--- src/rtl/riscv_pkg.sv ---
// Shared fetch-path definitions.
//   RESET_PC_DEFAULT : PC loaded by the fetch stage on reset
//   fetch_entry_t    : one queued instruction with its PC
//   clog2            : ceiling log2 for sizing pointers and counters
package riscv_pkg;

    localparam logic [31:0] RESET_PC_DEFAULT = 32'h8000_0000;

    typedef struct packed {
        logic [31:0] pc;
        logic [31:0] insn;
    } fetch_entry_t;

    function automatic int unsigned clog2(input int unsigned value);
        int unsigned result;
        result = 0;
        while ((32'd1 << result) < value) begin
            result = result + 1;
        end
        return result;
    endfunction

endpackage

--- src/rtl/fetch_fifo.sv ---
// Synchronous FIFO with flush, used for the PC tag FIFO and the instruction queue.
//   clk_i, rst_ni  : clock, asynchronous active-low reset
//   flush_i        : empty the FIFO (wins over push/pop)
//   push_i, data_i : write an entry (accepted when not full, or when popping)
//   pop_i, data_o  : drop the head entry; data_o is the registered head
//   full_o, empty_o, count_o : occupancy
module fetch_fifo
    import riscv_pkg::*;
#(
    parameter int unsigned WIDTH = 64,
    parameter int unsigned DEPTH = 4
) (
    input  logic                        clk_i,
    input  logic                        rst_ni,
    input  logic                        flush_i,
    input  logic                        push_i,
    input  logic [WIDTH-1:0]            data_i,
    input  logic                        pop_i,
    output logic [WIDTH-1:0]            data_o,
    output logic                        full_o,
    output logic                        empty_o,
    output logic [clog2(DEPTH+1)-1:0]   count_o
);

    localparam int unsigned PW = (DEPTH > 1) ? clog2(DEPTH) : 1;
    localparam int unsigned CW = clog2(DEPTH + 1);

    logic [WIDTH-1:0] mem_q [DEPTH];
    logic [PW-1:0]    wr_q;
    logic [PW-1:0]    rd_q;
    logic [CW-1:0]    cnt_q;
    logic             do_push;
    logic             do_pop;

    // Pointers wrap explicitly so DEPTH need not be a power of two.
    function automatic logic [PW-1:0] next_ptr(input logic [PW-1:0] p);
        return (p == PW'(DEPTH - 1)) ? '0 : p + 1'b1;
    endfunction

    assign full_o  = (cnt_q == CW'(DEPTH));
    assign empty_o = (cnt_q == '0);
    assign do_pop  = pop_i & ~empty_o;
    assign do_push = push_i & (~full_o | do_pop);
    assign data_o  = mem_q[rd_q];
    assign count_o = cnt_q;

    always_ff @(posedge clk_i or negedge rst_ni) begin
        if (!rst_ni) begin
            for (int unsigned i = 0; i < DEPTH; i++) begin
                mem_q[i] <= '0;
            end
            wr_q  <= '0;
            rd_q  <= '0;
            cnt_q <= '0;
        end else if (flush_i) begin
            wr_q  <= '0;
            rd_q  <= '0;
            cnt_q <= '0;
        end else begin
            if (do_push) begin
                mem_q[wr_q] <= data_i;
                wr_q        <= next_ptr(wr_q);
            end
            if (do_pop) begin
                rd_q <= next_ptr(rd_q);
            end
            if (do_push && !do_pop) begin
                cnt_q <= cnt_q + 1'b1;
            end else if (do_pop && !do_push) begin
                cnt_q <= cnt_q - 1'b1;
            end
        end
    end

endmodule

--- src/rtl/stage_fetch_pq.sv ---
// Prefetching fetch stage: keeps up to MAX_OUTSTANDING in-order requests in
// flight and buffers returned instructions with their PCs in a QDEPTH queue.
//   clk, reset_n                 : clock, asynchronous active-low reset
//   de_stall, fe_enable          : decode back-pressure, request enable
//   pc_wen, pc_in                : redirect (flushes queue, drops stale responses)
//   fe_req, fe_addr, fe_gnt      : instruction memory request handshake
//   fe_ack, fe_data              : in-order memory responses
//   de_valid, de_insn, de_pc     : registered queue head towards decode
module stage_fetch_pq
    import riscv_pkg::*;
#(
    parameter logic [31:0] RESET_PC        = RESET_PC_DEFAULT,
    parameter int unsigned QDEPTH          = 4,
    parameter int unsigned MAX_OUTSTANDING = 2
) (
    input  logic        clk,
    input  logic        reset_n,
    input  logic        de_stall,
    input  logic        fe_enable,
    input  logic        pc_wen,
    input  logic [31:0] pc_in,
    output logic        fe_req,
    output logic [31:0] fe_addr,
    input  logic        fe_gnt,
    input  logic        fe_ack,
    input  logic [31:0] fe_data,
    output logic        de_valid,
    output logic [31:0] de_insn,
    output logic [31:0] de_pc
);

    localparam int unsigned CW  = clog2(QDEPTH + 1);
    localparam int unsigned TCW = clog2(MAX_OUTSTANDING + 1);
    localparam logic [CW-1:0] OUT_LIMIT = CW'(MAX_OUTSTANDING);
    localparam logic [CW:0]   Q_LIMIT   = (CW + 1)'(QDEPTH);

    logic [31:0]    pc_q, pc_d, cur_pc;
    logic [CW-1:0]  outst_q, outst_d;
    logic [CW-1:0]  drop_q, drop_d;
    logic [CW:0]    credit_used;
    logic           grant, drop_ack;
    logic           q_push, q_pop, q_empty, q_full;
    logic [CW-1:0]  q_count;
    fetch_entry_t   q_head, q_entry;
    logic [31:0]    tag_head;
    logic           tag_full, tag_empty;
    logic [TCW-1:0] tag_count;
    logic           unused_status;

    assign cur_pc  = pc_wen ? {pc_in[31:2], 2'b00} : pc_q;
    assign fe_addr = cur_pc;

    // Dropped-but-pending requests still occupy credit, so every granted
    // request is guaranteed a queue slot when its response arrives.
    assign credit_used = {1'b0, outst_q} + {1'b0, q_count};
    assign fe_req = reset_n & fe_enable & (outst_q < OUT_LIMIT) & (credit_used < Q_LIMIT);
    assign grant  = fe_req & fe_gnt;

    assign drop_ack = fe_ack & (drop_q != '0);
    assign q_push   = fe_ack & (drop_q == '0) & ~pc_wen;
    assign q_pop    = de_valid & ~de_stall & ~pc_wen;
    assign q_entry  = '{pc: tag_head, insn: fe_data};

    always_comb begin
        pc_d = grant ? cur_pc + 32'd4 : cur_pc;

        outst_d = outst_q;
        if (grant && !fe_ack) begin
            outst_d = outst_q + 1'b1;
        end else if (fe_ack && !grant) begin
            outst_d = outst_q - 1'b1;
        end

        // A grant in the redirect cycle belongs to the new path, so only
        // requests already in flight (minus one returning now) are dropped.
        drop_d = drop_q;
        if (pc_wen) begin
            drop_d = outst_q - CW'(fe_ack);
        end else if (drop_ack) begin
            drop_d = drop_q - 1'b1;
        end
    end

    always_ff @(posedge clk or negedge reset_n) begin
        if (!reset_n) begin
            pc_q    <= RESET_PC;
            outst_q <= '0;
            drop_q  <= '0;
        end else begin
            pc_q    <= pc_d;
            outst_q <= outst_d;
            drop_q  <= drop_d;
        end
    end

    // Tag FIFO tracks every granted address, stale or not, so it stays aligned
    // with the response stream; it is therefore never flushed on redirect.
    fetch_fifo #(
        .WIDTH (32),
        .DEPTH (MAX_OUTSTANDING)
    ) u_tag_fifo (
        .clk_i   (clk),
        .rst_ni  (reset_n),
        .flush_i (1'b0),
        .push_i  (grant),
        .data_i  (cur_pc),
        .pop_i   (fe_ack),
        .data_o  (tag_head),
        .full_o  (tag_full),
        .empty_o (tag_empty),
        .count_o (tag_count)
    );

    fetch_fifo #(
        .WIDTH ($bits(fetch_entry_t)),
        .DEPTH (QDEPTH)
    ) u_insn_queue (
        .clk_i   (clk),
        .rst_ni  (reset_n),
        .flush_i (pc_wen),
        .push_i  (q_push),
        .data_i  (q_entry),
        .pop_i   (q_pop),
        .data_o  (q_head),
        .full_o  (q_full),
        .empty_o (q_empty),
        .count_o (q_count)
    );

    assign unused_status = ^{tag_full, tag_empty, tag_count, q_full};

    assign de_valid = ~q_empty;
    assign de_insn  = q_head.insn;
    assign de_pc    = q_head.pc;

endmodule
--- config.mk ---
export PLATFORM = sky130hd
export DESIGN_NAME = stage_fetch_pq
export DESIGN_NICKNAME = d
export VERILOG_FILES = /design/src/rtl/riscv_pkg.sv /design/src/rtl/fetch_fifo.sv /design/src/rtl/stage_fetch_pq.sv
export SDC_FILE = /design/constraint.sdc
export NUM_CORES = 1
export LEC_CHECK = 0
export ABC_AREA = 0
export ABC_CLOCK_PERIOD_IN_PS = 3400
export CAP_MARGIN = 20
export CORE_MARGIN = 10
export CORE_UTILIZATION = 38
export CTS_CLUSTER_DIAMETER = 100
export DETAILED_ROUTE_END_ITERATION = 12
export SYNTH_ARGS = -nofsm -noshare
export SYNTH_HDL_FRONTEND = slang
export SYNTH_HIERARCHICAL = 1
export SYNTH_SLANG_ARGS = --single-unit
--- constraint.sdc ---
create_clock -name clk -period 3.4 [get_ports clk]
set_input_delay 0.68 -clock clk [delete_from_list [all_inputs] [get_ports clk]]
set_output_delay 0.68 -clock clk [all_outputs]
set_load 0.02 [all_outputs]
== Yosys cells after proc, flatten, opt, wreduce, memory -nomap -nowiden ==
Index checks and enable logic that the tools add are counted.

* Register bits after elaboration: 369
* Latch bits: 0
* Memory bits (writable): 0
* Bits in read-only memories: 0
* Output and inout port bits: 98
* Memories: 0

* Add/sub/neg operators: 14
* $mul: 0
* Div/mod/pow operators: 0
* Magnitude comparators: 8
* Equality and inequality tests: 4
* Shift operators: 0
* Multiplexer cells: 31
* Bitwise operators: 25
* Reductions and logical operators: 25

{| class="wikitable"
|+ Operators with widths
! operator !! count
|-
| $bwmux 256 || 1
|-
| $mux 32 || 6
|-
| $mux 64 || 3
|-
| $bmux 64 s2 || 1
|-
| $demux 64 s2 || 1
|-
| $bwmux 64 || 1
|-
| $add 32x3->32 const B || 1
|-
| $demux 32 s1 || 1
|-
| $mux 3 || 7
|-
| $mux 2 || 8
|-
| $and 1x1->1 || 13
|-
| $reduce_bool 2->1 || 5
|-
| $sub 3x1->3 const B || 3
|-
| $logic_and 1x1->1 || 8
|-
| $add 2x1->2 const B || 3
|-
| $add 3x1->3 const B || 2
|-
| $eq 2x2->1 const B || 3
|-
| $ge 3x3->1 const B || 2
|-
| $logic_not 1->1 || 6
|-
| $logic_not 3->1 || 2
|-
| $not 1->1 || 6
|-
| $not 2->3 || 2
|-
| $reduce_bool 3->1 || 2
|-
| $add 3x3->4 || 1
|-
| 14 further kinds || 19
|}

== Logic depth before layout (Yosys ltp) ==
Gate-level depths: netlist (run 1).

* Word-level depth: 12
* Mapped depth: 13
* Depth with buffers taken out: 10

== Cells and area by module ==
Netlist (run 1), hierarchy kept.

{| class="wikitable"
|+ By module, submodules not included
! module !! instances !! cells an instance !! area each (um2)
|-
| fetch_fifo (u_insn_queue) || 1 || 681 || 11717.5
|-
| fetch_fifo (u_tag_fifo) || 1 || 196 || 3126.7
|-
| stage_fetch_pq || 1 || 247 || 2566.2
|}

== Worst setup path after synthesis (run 1) ==
OpenSTA, ideal clock, no wires.

* Path kind: input-to-reg
* From: input port pc_wen
* To: register u_insn_queue.cnt_q[2] (netlist: u_insn_queue/count_o[2])
* Setup time: 0.082 ns
* Arrival time: 3.300 ns
* Data required time: 3.318 ns
* Slack: 0.018 ns
* Cell stages on the path: 13
* Buffers on the path: 5
* Path through: buf_6 > buf_8 > buf_2 > buf_2 > buf_2 > nor3_1 > o21ai_0 > nand2_1 > nor2_1 > fa_1 > nor4b_1 > a31oi_1 > a31oi_1

* Word-level cells in the longest chain between the ends: 8
* Elaborated cells between the ends (all ways): 13

{| class="wikitable"
|+ Ends and longest elaborated chain
! what !! line !! RTL
|-
| from (decl) || stage_fetch_pq.sv:20 || <nowiki>input logic pc_wen,</nowiki>
|-
| $not 1->1 (no line) * || - ||
|-
| $and 1x1->1 * || stage_fetch_pq.sv:61 || <nowiki>assign q_pop = de_valid & ~de_stall & ~pc_wen;</nowiki>
|-
| named net q_pop || stage_fetch_pq.sv:42 || <nowiki>logic q_push, q_pop, q_empty, q_full;</nowiki>
|-
| $and 1x1->1 * || fetch_fifo.sv:42 || <nowiki>assign do_pop = pop_i & ~empty_o;</nowiki>
|-
| $or 1x1->1 || fetch_fifo.sv:43 || <nowiki>assign do_push = push_i & (~full_o | do_pop);</nowiki>
|-
| $and 1x1->1 || fetch_fifo.sv:43 ||
|-
| $logic_and 1x1->1 or $logic_not 1->1 (tied branches) || fetch_fifo.sv:67, fetch_fifo.sv:69 ||
|-
| $mux 3 or $logic_and 1x1->1 (tied branches) || fetch_fifo.sv:67, fetch_fifo.sv:69 ||
|-
| $mux 3 or $reduce_bool 3->1 (tied branches) || - ||
|-
| to (signal assigned) || fetch_fifo.sv:68 || <nowiki>cnt_q <= cnt_q + 1'b1;</nowiki>
|-
| to (signal assigned) || fetch_fifo.sv:70 || <nowiki>cnt_q <= cnt_q - 1'b1;</nowiki>
|-
| to (decl) || fetch_fifo.sv:31 || <nowiki>logic [CW-1:0] cnt_q;</nowiki>
|}

The timed path passes the listed nets; every way through them passes the cells marked *.
A chain may end at the register's enable or synchronous reset.

== Final worst setup path (run 1) ==
* From: register u_insn_queue.rd_q[0]
* To: output port de_insn[1]

* Word-level cells in the longest chain between the ends: 4

{| class="wikitable"
|+ Ends and longest elaborated chain
! what !! line !! RTL
|-
| from (decl) || fetch_fifo.sv:30 || <nowiki>logic [PW-1:0] rd_q;</nowiki>
|-
| from (signal assigned) || fetch_fifo.sv:65 || <nowiki>rd_q <= next_ptr(rd_q);</nowiki>
|-
| $not 2->3 (implied by the code) || fetch_fifo.sv:44 || <nowiki>assign data_o = mem_q[rd_q];</nowiki>
|-
| $bmux 64 s2 || fetch_fifo.sv:44 ||
|-
| $mux 64 (implied by the code) (2 in a row) || fetch_fifo.sv:44 ||
|-
| to (decl) || stage_fetch_pq.sv:28 || <nowiki>output logic [31:0] de_insn,</nowiki>
|}

No other way between the ends. The select of a mux whose other input is x is not followed.

==> impl_metrics.yaml, run 1 <==
global_routing:
  first_global_vias: 10859
  grtUsageTotal: 0.150
  grt_pass1_wl_um: 64500
  antenna_found_initial: 0
  overflow: 0
  grt_max_degree: 174
route:
  drtAntennaViolNets: 0
  vias_per_cell: 5.11
  totalWireLength_um: 40400
  vias: 9880
  drtPass1Iterations: 4
  drt_iter0_drc: 586
  wl_per_cell_um: 20.9
  drc: 0
synth:
  synth_cell_types: 63
  synth_cells: 1124
  synth_ff_type: "dfrtp_1"
  synthArstFlopShare: 1.00
  yosysTopAreaCellShare: 0.529
  yosys_warnings: 6
  synth_area_leaders: "dfrtp_1 53%, mux2_2 22%, mux4_2 8.3%, mux2_4 3.4%, buf_6 1.7%"
  avgSynthCellArea_um2: 15.5
  synth_area_leader_cell: "dfrtp_1"
  synth-edff-count: 0
  seq_area_frac_synth: 0.530
  synth_seq_cells: 369
  mappedNetlistArea_um2: 17400
run:
  drv_cap: 0
outcome:
  status: "completed"
floorplan:
  initial_core_util: 0.384
  rows: 78
  die_w_um: 234
  floorplan.die_area_um2: 54800
  ios: 169
  coreArea_um2: 45400
  die_y_um: 234
clocking:
  cts_buffers: 42
  clockBufferDepth: 3
  cts_tree: "done"
  clkLatencyLatePin_ns: 0.55
  htreeDepth: 2
  root_buffer: "clkbuf_16"
  cts_sinks: 369
  clkSlewWorstSetupHoldPaths_ns: 0.05
timing:
  hold_viol_final: 0
  grt_setup_unrepaired: "false"
  worst_pin_slew_ns: 1.00
  fin_crit_ns: 3.26
  min_period_over_period: 0.958
  drv_slew: 0
  slew-limit-headroom: 0.333
  setup_violations: 0
  fin_setup_tns_ns: 0
  skew_ns: 0.00891
  clock.fmax_mhz: 307
pwr:
  pwr-share-seq: 0.415
  leakage_nw: 9.69
  pwr-share-clk: 0.348
  power.share.switching: 0.274
  combPwrFrac: 0.236
  intPower_w: 0.00911
  finalPower_w: 0.0125
  cellPowerDensity_nw_per_um2: 595
  vdd_drop_max_mv: 0.444
  switchingPower_w: 0.00344
place:
  hpwl_um: 26300
  place_area_um2: 19700
  routabilityCongestion: 0.767
  dp.cells: 1859
  port_buffers: 166
final_layout:
  layout-drive-gt1-share: 0.420
  area_growth_pct: 21.2
  nets: 1391
  final_util: 0.465
  fin_area_um2: 21100
  fin_cells: 1933
worst_setup_path:
  critical_path.endpoint_type: "output pin"
  cp.required_ns: 2.72
  critPathArrivalTime_ns: 2.58
  critPathLaunchType: "flop"
  path_class: "reg -> out"
  critPathTopFamily: "buffers and inverters"
  cpPeakStageDelay_ns: 0.66
  slowest_stage: "dfrtp_4"
  cp_max_fo: 16
  critical_path.cell_chain: "buf_12, mux4_2, clkdlybuf4s50_1"
  path_buf_inv: 2
worst_hold_path:
  min_path_type: "reg -> reg"
[cells by family (layout without fill, tap and decap cells)]
logic type | count (synthesis) | count (layout) | synth area share
compound gates | 32 | 32 | 0.0135
buf+inv | 87 | 290 | 0.0362
simple gates | 133 | 133 | 0.0493
xor+xnor | 36 | 36 | 0.0181
other cells | 1 | 7 | 0.000215
mux | 451 | 451 | 0.341
fa+ha+maj | 15 | 15 | 0.0116
flops | 369 | 369 | 0.530
[layer usage]
metal,wire length (µm),GRT usage,vias up
met2,19600,0.245,165
met3,2060,0.0360,43
met1,18100,0.199,5214
li1,-,-,4458
met5,0,0,-
met4,613,0.0337,0
[cell usage after synthesis, drive strengths merged, types with 4 or more instances]
master and n:
xor2 20, nand2 28, nand3 14, nor3 14
mux4 64, xnor2 16, nand4 7, nor4b 5
a21oi 7, nor2 21, buf 56, nand2b 9
o21ai 5, mux2i 13, mux2 374, ha 13
nand3b 6, nor2b 7, and4bb 4, dfrtp 368
clkbuf 11, inv 20
[through the flow]
| stage | hold slack [ns] | worst slack [ns] |
|---|---|---|
| 3_5_place_dp | 0.478 | 0.286 |
| 3_3_place_gp | 0.477 | 0.284 |
| 2_1_floorplan | 0.384 | 0.0176 |
| 4_1_cts | 0.471 | 0.0601 |
| 6_report | 0.498 | 0.144 |
| 5_1_grt | 0.484 | 0.0193 |
[flip-flops by register name, indices dropped and copies added, names as in the netlist, 2 cells and up]
name	count
u_insn_queue/count_o	3
outst_q	3
u_tag_fifo/mem_q	64
u_tag_fifo/count_o	2
drop_q	3
u_insn_queue/rd_q	2
u_insn_queue/mem_q	256
u_insn_queue/wr_q	2
pc_q	32
[cell type report]
cell class / instances / area, µm²
fill: 4000 / 24300
sequential: 369 / 9240
multi-input combinational: 673 / 7590
timing repair buffer: 199 / 2120
clock buffer: 65 / 1260
tap: 600 / 751
inverter: 20 / 75.1
clock inverter: 6 / 57.6
antenna: 1 / 2.50
[timing repair]
| item | in CTS | in global routing |
|---|---|---|
| resized for setup | 0 | 0 |
| hold endpoints to repair | 2 | 0 |
| hold buffers | 1 | 0 |
| endpoints found under the setup margin | 46 | 0 |
| buffers inserted | 1 | 0 |
[power by group through the flow]
stage / clock network, W / registers, W / logic, W
6_report: 0.00437 / 0.00521 / 0.00297
3_5_place_dp: 0 / 0.00529 / 0.00301
2_1_floorplan: 0 / 0.00519 / 0.00178
4_1_cts: 0.00452 / 0.00522 / 0.00303
3_3_place_gp: 0 / 0.00527 / 0.00297
5_1_grt: 0.00470 / 0.00529 / 0.00319
[placed cells by master (no fill, tap or decap), drive strengths merged, types with 5 or more instances in the layout]
master / synthesis / final
nand3b: 6 / 6
nand4: 7 / 7
mux2: 374 / 374
o21ai: 5 / 5
mux2i: 13 / 13
xnor2: 16 / 16
nor2: 21 / 21
buf: 56 / 34
ha: 13 / 13
clkbuf: 11 / 65
clkdlybuf4s50: 0 / 164
mux4: 64 / 64
xor2: 20 / 20
a21oi: 7 / 7
nor4b: 5 / 5
conb: 1 / 6
inv: 20 / 20
nand2: 28 / 28
nand2b: 9 / 9
nand3: 14 / 14
dfrtp: 368 / 368
nor2b: 7 / 7
nor3: 14 / 14
[path summary, 6_finish.rpt]
path	startpoint	end	slack, ns	depth (start not counted)
min in group asynchronous	reset_n	pc_q[13]	0.51	2
hold / removal	u_tag_fifo/mem_q[0]	u_tag_fifo/mem_q[0]	0.50	1
setup / recovery	u_insn_queue/rd_q[0]	de_insn[1]	0.14	3
hold reg to reg	u_tag_fifo/mem_q[0]	u_tag_fifo/mem_q[0]	0.50	1
max in group asynchronous	reset_n	u_insn_queue/mem_q[78]	1.05	4
setup reg to reg	u_insn_queue/count_o[2]	outst_q[2]	0.61	11
(Power assumes the default switching activity.)
==> run 2: changes to the inputs <==
--- a/config.mk
+++ b/config.mk
@@ -10,8 +10,9 @@
 export CAP_MARGIN = 20
 export CORE_MARGIN = 10
 export CORE_UTILIZATION = 38
-export CTS_CLUSTER_DIAMETER = 100
+export CTS_CLUSTER_DIAMETER = 80
 export DETAILED_ROUTE_END_ITERATION = 12
+export DONT_BUFFER_PORTS = 1
 export SYNTH_ARGS = -nofsm -noshare
 export SYNTH_HDL_FRONTEND = slang
 export SYNTH_HIERARCHICAL = 1
==> impl_metrics.yaml, run 2 (synthesized netlist as in run 1, its figures left out) <==
floorplan:
  die_w_um: 234
  die_y_um: 234
  floorplan.die_area_um2: 54800
  ios: 169
  rows: 78
  coreArea_um2: 45400
  initial_core_util: 0.384
timing:
  slew-limit-headroom: 0.214
  drv_slew: 0
  min_period_over_period: 0.897
  hold_viol_final: 151
  setup_violations: 0
  worst_pin_slew_ns: 1.18
  fin_setup_tns_ns: 0
  hold_ws_ns: -0.167
  fin_ws_ns: 0.349
  skew_ns: 0.0134
  grt_setup_unrepaired: "false"
  fin_crit_ns: 3.05
  clock.fmax_mhz: 328
clocking:
  clockBufferDepth: 3
  clkSlewWorstSetupHoldPaths_ns: 0.06
  htreeDepth: 2
  clkLatencyLatePin_ns: 0.55
  cts_buffers: 41
  postCtsResizedCells: 0
  cts_sinks: 369
  cts_tree: "done"
  root_buffer: "clkbuf_16"
worst_setup_path:
  critPathLaunchType: "flop"
  critical_path.endpoint_type: "output pin"
  worstSetupStartpoint: "u_insn_queue/rd_q[0]"
  critPathArrivalTime_ns: 2.37
  cp.required_ns: 2.72
  worstReg2RegStart: "outst_q[2]"
  path_class: "reg -> out"
  cp_max_fo: 21
route:
  drtPass1Iterations: 4
  vias_per_cell: 5.24
  drc: 0
  vias: 9203
  drtAntennaViolNets: 0
  wl_per_cell_um: 22.1
  totalWireLength_um: 38900
  drt_iter0_drc: 480
global_routing:
  antenna_found_initial: 0
  grt_pass1_wl_um: 60600
  first_global_vias: 10124
  grtUsageTotal: 0.142
  overflow: 0
  grt_max_degree: 371
final_layout:
  final_cell_mix: "365 x dfrtp_1, 335 x mux2_2, 64 x mux4_2"
  largest_reg_flops: 256
  area_growth_pct: 10.4
  fill_cells: 4089
  final_util: 0.423
  n_antenna_cell: 0
  reg_top3: "u_insn_queue/mem_q x256, u_tag_fifo/mem_q x64, pc_q x32"
  nets: 1215
  regMostFlops: "u_insn_queue/mem_q"
  final_common_cell: "dfrtp_1"
  layout-drive-gt1-share: 0.479
pwr:
  vdd_drop_max_mv: 0.377
  finalPower_w: 0.0117
  cellPowerDensity_nw_per_um2: 607
  leakage_nw: 8.98
run:
  drv_cap: 0
place:
  hpwl_um: 25300
  routabilityCongestion: 0.757
  port_buffers: 0
  post-place-ws_ns: 0.450
outcome:
  status: "finished, violations left"
  violations: "hold timing"
worst_hold_path:
  min_path_type: "in -> async"
-- run 2: cell type report --
class / instances / area, µm² / area share
clock buffers: 57 / 1160 / 0.0602
clock inverters: 14 / 141 / 0.00736
inverters: 20 / 75.1 / 0.00391
multi-input cells: 673 / 7590 / 0.395
flip-flops and latches: 369 / 9240 / 0.481
well taps: 600 / 751 / 0.0391
repair buffers: 24 / 255 / 0.0133
-- run 2: final timing paths --
path                                               end  cells past startpoint  slack (ns)
max in group asynchronous         u_insn_queue/rd_q[1]                      0        2.46
min in group clk                             drop_q[0]                      1        0.23
worst max-delay path                         de_pc[31]                      2        0.35
worst max register to register    u_tag_fifo/mem_q[56]                      7        0.45
worst min register to register  u_insn_queue/mem_q[84]                      1        0.50
worst min-delay path                          pc_q[16]                      0       -0.17
-- run 2: worst max-delay path: stages (launching register included) --
cell and delay (ns):
dfrtp_4 0.71, buf_4 0.41, mux4_2 0.69
-- run 2: metrics by stage --
stage / cells / instance area (µm²)
6_report: 1757 / 19200
5_1_grt: 1757 / 19200
4_1_cts: 1757 / 19200
3_5_place_dp: 1686 / 17900
3_3_place_gp: 1686 / 17900
2_1_floorplan: 1129 / 17400
-- run 2: repair_timing --
item	CTS	global route
endpoints found under the setup margin	0	0
hold endpoints to repair	368	368
buffers inserted	0	0
-- run 2: where the power goes --
| group | internal, W | switching [W] |
|---|---|---|
| Clock | 0.00253 | 0.00177 |
| Combinational | 0.000988 | 0.00116 |
| Sequential | 0.00492 | 0.000294 |
-- run 2: routing by layer --
layer	track usage	share of wire	vias up	routed length, µm
li1	-	-	4093	-
met3	0.0489	0.069	47	2700
met5	0	0	-	0
met4	0.0351	0.017	0	669
met2	0.238	0.49	160	19200
met1	0.174	0.42	4903	16400
